[config.mk]
export PLATFORM = sky130hd
export DESIGN_NAME = instruction_fetch_unit
export DESIGN_NICKNAME = d
export VERILOG_FILES = /design/src/rtl/instruction_fetch_unit_pkg.sv /design/src/rtl/instruction_fetch_unit_pc_npc_regs.sv /design/src/rtl/instruction_fetch_unit.sv
export SDC_FILE = /design/constraint.sdc
export NUM_CORES = 1
export LEC_CHECK = 0
export BUFFER_PORTS_ARGS = -buffer_cell sky130_fd_sc_hd__buf_2
export CAP_MARGIN = 20
export CORE_AREA = 2 2 145 76
export CTS_CLUSTER_DIAMETER = 60
export DETAILED_ROUTE_END_ITERATION = 6
export DIE_AREA = 0 0 147 78
export PLACE_DENSITY = 0.8
export SYNTH_ARGS = -nofsm -noshare
export SYNTH_HDL_FRONTEND = slang
export SYNTH_SLANG_ARGS = --single-unit
[constraint.sdc]
create_clock -name Clk -period 4.3 [get_ports Clk]
set_input_delay 0.645 -clock Clk [delete_from_list [all_inputs] [get_ports Clk]]
set_output_delay 0.645 -clock Clk [all_outputs]
set_load 0.1 [all_outputs]
[src/rtl/instruction_fetch_unit_pkg.sv]
// instruction_fetch_unit_pkg
// Shared definitions for the SPARC V8 fetch stage: FSM state encoding,
// the RAM opcode used for instruction reads, and word-size constants.
package instruction_fetch_unit_pkg;

  typedef enum logic [1:0] {
    IDLE  = 2'd0,
    FETCH = 2'd1,
    HOLD  = 2'd2,
    ERROR = 2'd3
  } fetch_state_t;

  localparam logic [5:0]  RAM_OP_LOAD_WORD = 6'b000000;
  localparam int          INSTR_WIDTH      = 32;
  localparam logic [31:0] WORD_BYTES       = 32'd4;

  // Control-transfer targets are always word aligned.
  function automatic logic [31:0] word_align(input logic [31:0] addr);
    return {addr[31:2], 2'b00};
  endfunction

endpackage

[src/rtl/instruction_fetch_unit_pc_npc_regs.sv]
// pc_npc_regs
// PC/NPC register pair implementing SPARC delayed control transfer.
// On advance, PC takes the old NPC (so the delay slot is always fetched)
// and NPC takes either the aligned redirect target or NPC+4 (wraps mod 2^32).
// Ports:
//   clk, reset        rising-edge clock, synchronous active-high reset
//   advance           current instruction consumed this cycle
//   redirect          control transfer taken (only meaningful with advance)
//   redirect_target   new NPC, low two bits dropped
//   pc, npc           current PC and NPC
module pc_npc_regs
  import instruction_fetch_unit_pkg::*;
#(
  parameter logic [31:0] RESET_PC = 32'h0000_0000
) (
  input  logic        clk,
  input  logic        reset,
  input  logic        advance,
  input  logic        redirect,
  input  logic [31:0] redirect_target,
  output logic [31:0] pc,
  output logic [31:0] npc
);

  always_ff @(posedge clk) begin
    if (reset) begin
      pc  <= RESET_PC;
      npc <= RESET_PC + WORD_BYTES;
    end else if (advance) begin
      pc  <= npc;
      npc <= redirect ? word_align(redirect_target) : npc + WORD_BYTES;
    end
  end

endmodule

[src/rtl/instruction_fetch_unit.sv]
// instruction_fetch_unit
// Fetch stage ahead of the instruction register. Issues word reads to RAM at
// PC, waits for MFC, and holds the fetched word for the ControlUnit under a
// valid/ready handshake. A consume advances PC/NPC (with optional redirect).
// Optional feature macro: FETCH_TIMEOUT_EN -- when defined, a FETCH lasting
// MFC_TIMEOUT cycles without MFC lands in a sticky ERROR state.
// Ports:
//   Clk, RESET                 clock, synchronous active-high reset
//   ram_addr/opcode/enable     RAM read request (combinational from state/PC)
//   ram_data_in, MFC           RAM read data and completion strobe
//   ir_out, ir_valid, ir_ready instruction handshake toward ControlUnit
//   redirect, redirect_target  taken control transfer, sampled with consume
//   pc_out, npc_out            PC of the held/fetched instruction, NPC
//   fetch_error                sticky MFC timeout flag
module instruction_fetch_unit
  import instruction_fetch_unit_pkg::*;
#(
  parameter logic [31:0] RESET_PC    = 32'h0000_0000,
  parameter int          MFC_TIMEOUT = 15
) (
  input  logic                   Clk,
  input  logic                   RESET,
  output logic [31:0]            ram_addr,
  output logic [5:0]             ram_opcode,
  output logic                   ram_enable,
  input  logic [INSTR_WIDTH-1:0] ram_data_in,
  input  logic                   MFC,
  output logic [INSTR_WIDTH-1:0] ir_out,
  output logic                   ir_valid,
  input  logic                   ir_ready,
  input  logic                   redirect,
  input  logic [31:0]            redirect_target,
  output logic [31:0]            pc_out,
  output logic [31:0]            npc_out,
  output logic                   fetch_error
);

  fetch_state_t state;
  logic         consume;

  // A consume only happens while an instruction is actually held.
  assign consume = (state == HOLD) && ir_ready;

  pc_npc_regs #(
    .RESET_PC(RESET_PC)
  ) u_pc_npc (
    .clk             (Clk),
    .reset           (RESET),
    .advance         (consume),
    .redirect        (redirect),
    .redirect_target (redirect_target),
    .pc              (pc_out),
    .npc             (npc_out)
  );

  assign ram_enable = (state == FETCH);
  assign ram_addr   = pc_out;
  assign ram_opcode = RAM_OP_LOAD_WORD;

`ifdef FETCH_TIMEOUT_EN
  localparam int CNT_W = $clog2(MFC_TIMEOUT + 1);

  logic [CNT_W-1:0] timeout_count;
  logic             error_flag;

  assign fetch_error = error_flag;

  // FSM with timeout; MFC is checked before the count so a word arriving
  // on the limiting cycle is still captured.
  always_ff @(posedge Clk) begin
    if (RESET) begin
      state         <= IDLE;
      ir_out        <= '0;
      ir_valid      <= 1'b0;
      timeout_count <= '0;
      error_flag    <= 1'b0;
    end else begin
      unique case (state)
        IDLE: begin
          timeout_count <= '0;
          state         <= FETCH;
        end
        FETCH: begin
          if (MFC) begin
            ir_out   <= ram_data_in;
            ir_valid <= 1'b1;
            state    <= HOLD;
          end else begin
            timeout_count <= timeout_count + CNT_W'(1);
            if (timeout_count + CNT_W'(1) == CNT_W'(MFC_TIMEOUT)) begin
              error_flag <= 1'b1;
              state      <= ERROR;
            end
          end
        end
        HOLD: begin
          if (ir_ready) begin
            ir_valid      <= 1'b0;
            timeout_count <= '0;
            state         <= FETCH;
          end
        end
        ERROR: begin
          ir_valid <= 1'b0;
          state    <= ERROR;
        end
      endcase
    end
  end
`else
  logic unused_timeout;
  assign unused_timeout = (MFC_TIMEOUT != 0);
  assign fetch_error    = 1'b0;

  // FSM without timeout: FETCH waits for MFC indefinitely.
  always_ff @(posedge Clk) begin
    if (RESET) begin
      state    <= IDLE;
      ir_out   <= '0;
      ir_valid <= 1'b0;
    end else begin
      unique case (state)
        IDLE: state <= FETCH;
        FETCH: begin
          if (MFC) begin
            ir_out   <= ram_data_in;
            ir_valid <= 1'b1;
            state    <= HOLD;
          end
        end
        HOLD: begin
          if (ir_ready) begin
            ir_valid <= 1'b0;
            state    <= FETCH;
          end
        end
        ERROR: begin
          ir_valid <= 1'b0;
          state    <= ERROR;
        end
      endcase
    end
  end
`endif

endmodule

==> summary.md <==
| Metric | Value |
|---|---|
| First-pass GRT wire length | `20.61 mm` |
| Ratio of cells with drive above 1 in the final layout | `a little under a third` |
| DRT Pass-1 Iters | `5` |
| IO Pins | `206` |
| Wire per inst | `14.18 µm` |
| Fill cells | `964` |
| Clock transition at the registers of the reported paths | `0.07 ns` |
| Initial antenna violation count | `0` |
| CP Capture Type | `register` |
| Leading area contributor after synthesis | `dfxtp_1` |
| Final instance area | `5854 µm²` |
| Clock Latency Late Sink | `0.34 ns` |
| PwrDens | `381.0 nW/µm²` |
| Rel. slew slack | `25.76%` |
| Vias in the first global route | `4453` |
| Final net count | `825` |
| YS warnings | `0` |
| Non-filler instance count after layout | `900` |
| # placed instances | `884` |
| Mapped cell area | `4826 µm²` |
| Post-DP HPWL | `8.662 mm` |
| Flop pwr share | `41.5%` |
| Most common cell after layout, fill and taps aside | `buf_2` |
| Hold Crit Class | `register to register` |
| Critical R2R Launch | `u_pc_npc.npc[2]$_SDFFE_PP1N_` |
| Clk sink count | `95` |
| Final Skew | `0.006372 ns` |
| Max Freq | `approximately 430 MHz` |
| P&R area growth vs syn | `21.31%` |
| R2R Setup Slk | `1.98 ns` |
| GRT Total Usage | `21.75%` |
| DR vias | `4833` |
| TritonCTS clock tree | `yes` |
| Sequential cell area | `1902 µm²` |
| Avg Cell Area, Syn | `about 7.6 µm²` |
| Hold-fix buffers at CTS | `0` |
| Net Sw Frac | `30.14%` |
| Core ar. | `approximately 10000 µm²` |
| Die area | `around 11000 µm²` |
| Commonest cells after routing, fill and taps aside | `buf_2, nand2_1, dfxtp_1, a21oi_1, nand3_1` |
| Max Slew Vio Count | `0` |
| Placed Area | `5508 µm²` |
| Std-Cell Rows | `26` |
| Switching component of the power | `0.0006724 W` |
| Library cells used by synthesis | `65` |
| Top_reg_cell synth | `dfxtp_1` |
| Comb pwr share | `between 10% and 20%` |
| Final Cycle Share | `53.93%` |
| Clock root buffer | `clkbuf_16` |
| Unrepaired setup endpoints after global routing | `no` |
| Multi-input logic area | `roughly 2400 µm²` |
| Antenna violation net count after detailed routing | `0` |
| Startpoint Class | `register` |
| CP required | `between 4 and 5 ns` |
| Chip Width | `147 µm` |
| Crit path kind | `register to register` |
| Peak VDD IR | `between 200 and 250 µV` |
| Crit-path max FO | `9` |
| Least-Margin Pin Slew | `about 1.1 ns` |
| Final hold violation count | `0` |
| Starting density of the core | `47.85%` |
| Placer Congestion | `0.7808` |
| Critical path arrival | `2.55 ns` |
| Post-CTS Resized | `0` |
| # setup viols final | `0` |
| Pint | `0.001558 W` |
| # Post-CTS Setup Buffers | `0` |
| Clk pwr share | `41.6%` |
| Reg-to-Reg End | `u_pc_npc.npc[26]$_SDFFE_PP0N_` |
| H-Tree Depth | `3` |
| Status | `completed` |
| DR iter-0 viols | `418` |
| Post-Route Utilization | `58.05%` |
| Vias per inst | `around 5.4` |
| FF+latch count, synth | `95` |
| Register area share after synthesis | `39.41%` |
| Cells after synthesis | `633` |
| Setup crit end | `u_pc_npc.npc[26]$_SDFFE_PP0N_` |
| Leak Pwr | `approximately 2.6 nW` |
| Post-synth EDFFs | `0` |
| Setup TNS | `0 ns` |
| Max Cap Viol | `0` |
| TritonCTS Buffers | `9` |
| Post-route DRC | `0` |
| Largest net degree at the start of global routing | `107` |
| Final hold slack | `roughly 0.45 ns` |
| Drt total wl | `about 13 mm` |
| Grt ovf | `0` |
| Largest cells by area after synthesis | `dfxtp_1, nand2_1, a21oi_1` |
| Antenna diodes | `0` |
| Die Y | `78 µm` |
| Synth top area share | `39.41%` |
| Critical path startpoint | `u_pc_npc.npc[2]$_SDFFE_PP1N_` |
| Longest Clk Path Bufs | `2` |
| R2r worst-path depth | `5` |
| Post-synth ARST share | `0%` |
| Port Buffer Count | `190` |
| Crit path time final | `2.319 ns` |
[registers in the layout (all words and copies together), names as in the netlist]
name          cells
u_pc_npc.npc     30
state             2
ir_valid          1
u_pc_npc.pc      30
ir_out           32
[cells by family after synthesis]
group           synth area share, %
flops                         39.41
simple gates                  27.17
other cells                 0.07771
mux                          0.4407
compound gates                20.48
fa+ha+maj                    0.2592
buf+inv                       12.16
[final cells by class]
class,instances,area share [%]
Multi-Input combinational cell,445,40.76
Sequential cell,95,32.49
Inverter,9,0.5770
Clock buffer,11,4.146
Clock inverter,5,1.774
Timing Repair Buffer,195,17.27
Tap cell,140,2.992
[worst max-delay path: stages, from the launching register on]
cell and delay, ns:
dfxtp_1 0.56, ha_1 0.38, nand4_4 0.17, nor4_4 0.60, a31oi_1 0.16, a311o_1 0.33
[cells in the mapped netlist (9+ instances only)]
master,n
o21ai_0,16
nand4_1,12
clkbuf_1,31
nand3_1,20
inv_1,9
and3_1,9
a31oi_1,12
buf_4,47
dfxtp_1,95
nand2_1,154
buf_2,13
a21oi_1,92
nor3_1,15
nor2_1,18
[worst min-delay path by stage]
stage / start / end / slack, ns / cells after the start
after floorplan: state[0]$_SDFFE_PP0P_ / state[1]$_SDFFE_PP0P_ / 0.52 / 2
after global placement: ir_out[12]$_SDFFE_PP0P_ / ir_out[12]$_SDFFE_PP0P_ / 0.44 / 2
after detailed placement: ir_out[18]$_SDFFE_PP0P_ / ir_out[18]$_SDFFE_PP0P_ / 0.44 / 2
after CTS: ir_out[18]$_SDFFE_PP0P_ / ir_out[18]$_SDFFE_PP0P_ / 0.45 / 2
after global routing: ir_valid$_SDFFE_PP0P_ / ir_valid$_SDFFE_PP0P_ / 0.47 / 2
final: ir_out[12]$_SDFFE_PP0P_ / ir_out[12]$_SDFFE_PP0P_ / 0.45 / 2
[layer usage]
layer  GRT usage (%)  vias up  part of all wire, %
met5               0        -                    0
met4           7.596        0                  1.8
met3           5.765       22                  7.0
met2           37.98      192                   48
met1           26.15     2226                   43
li1                -     2393                    -
[power groups by stage]
stage / Sequential (W) / Combinational (W) / Clock [W]
6_report: 0.000925 / 0.000378 / 0.000928
5_1_grt: 0.000928 / 0.000398 / 0.000975
4_1_cts: 0.000925 / 0.000379 / 0.000946
3_5_place_dp: 0.000945 / 0.000378 / 0
3_3_place_gp: 0.000943 / 0.000371 / 0
2_1_floorplan: 0.00109 / 0.000165 / 0
[metrics by stage]
step                total power, W  setup slack [ns]
floorplan                 0.001257             1.549
global placement          0.001315             1.694
detailed placement        0.001322             1.670
CTS                       0.002249             2.016
global route              0.002301             1.796
finish                    0.002231             1.981
(Power assumes the default switching activity.)
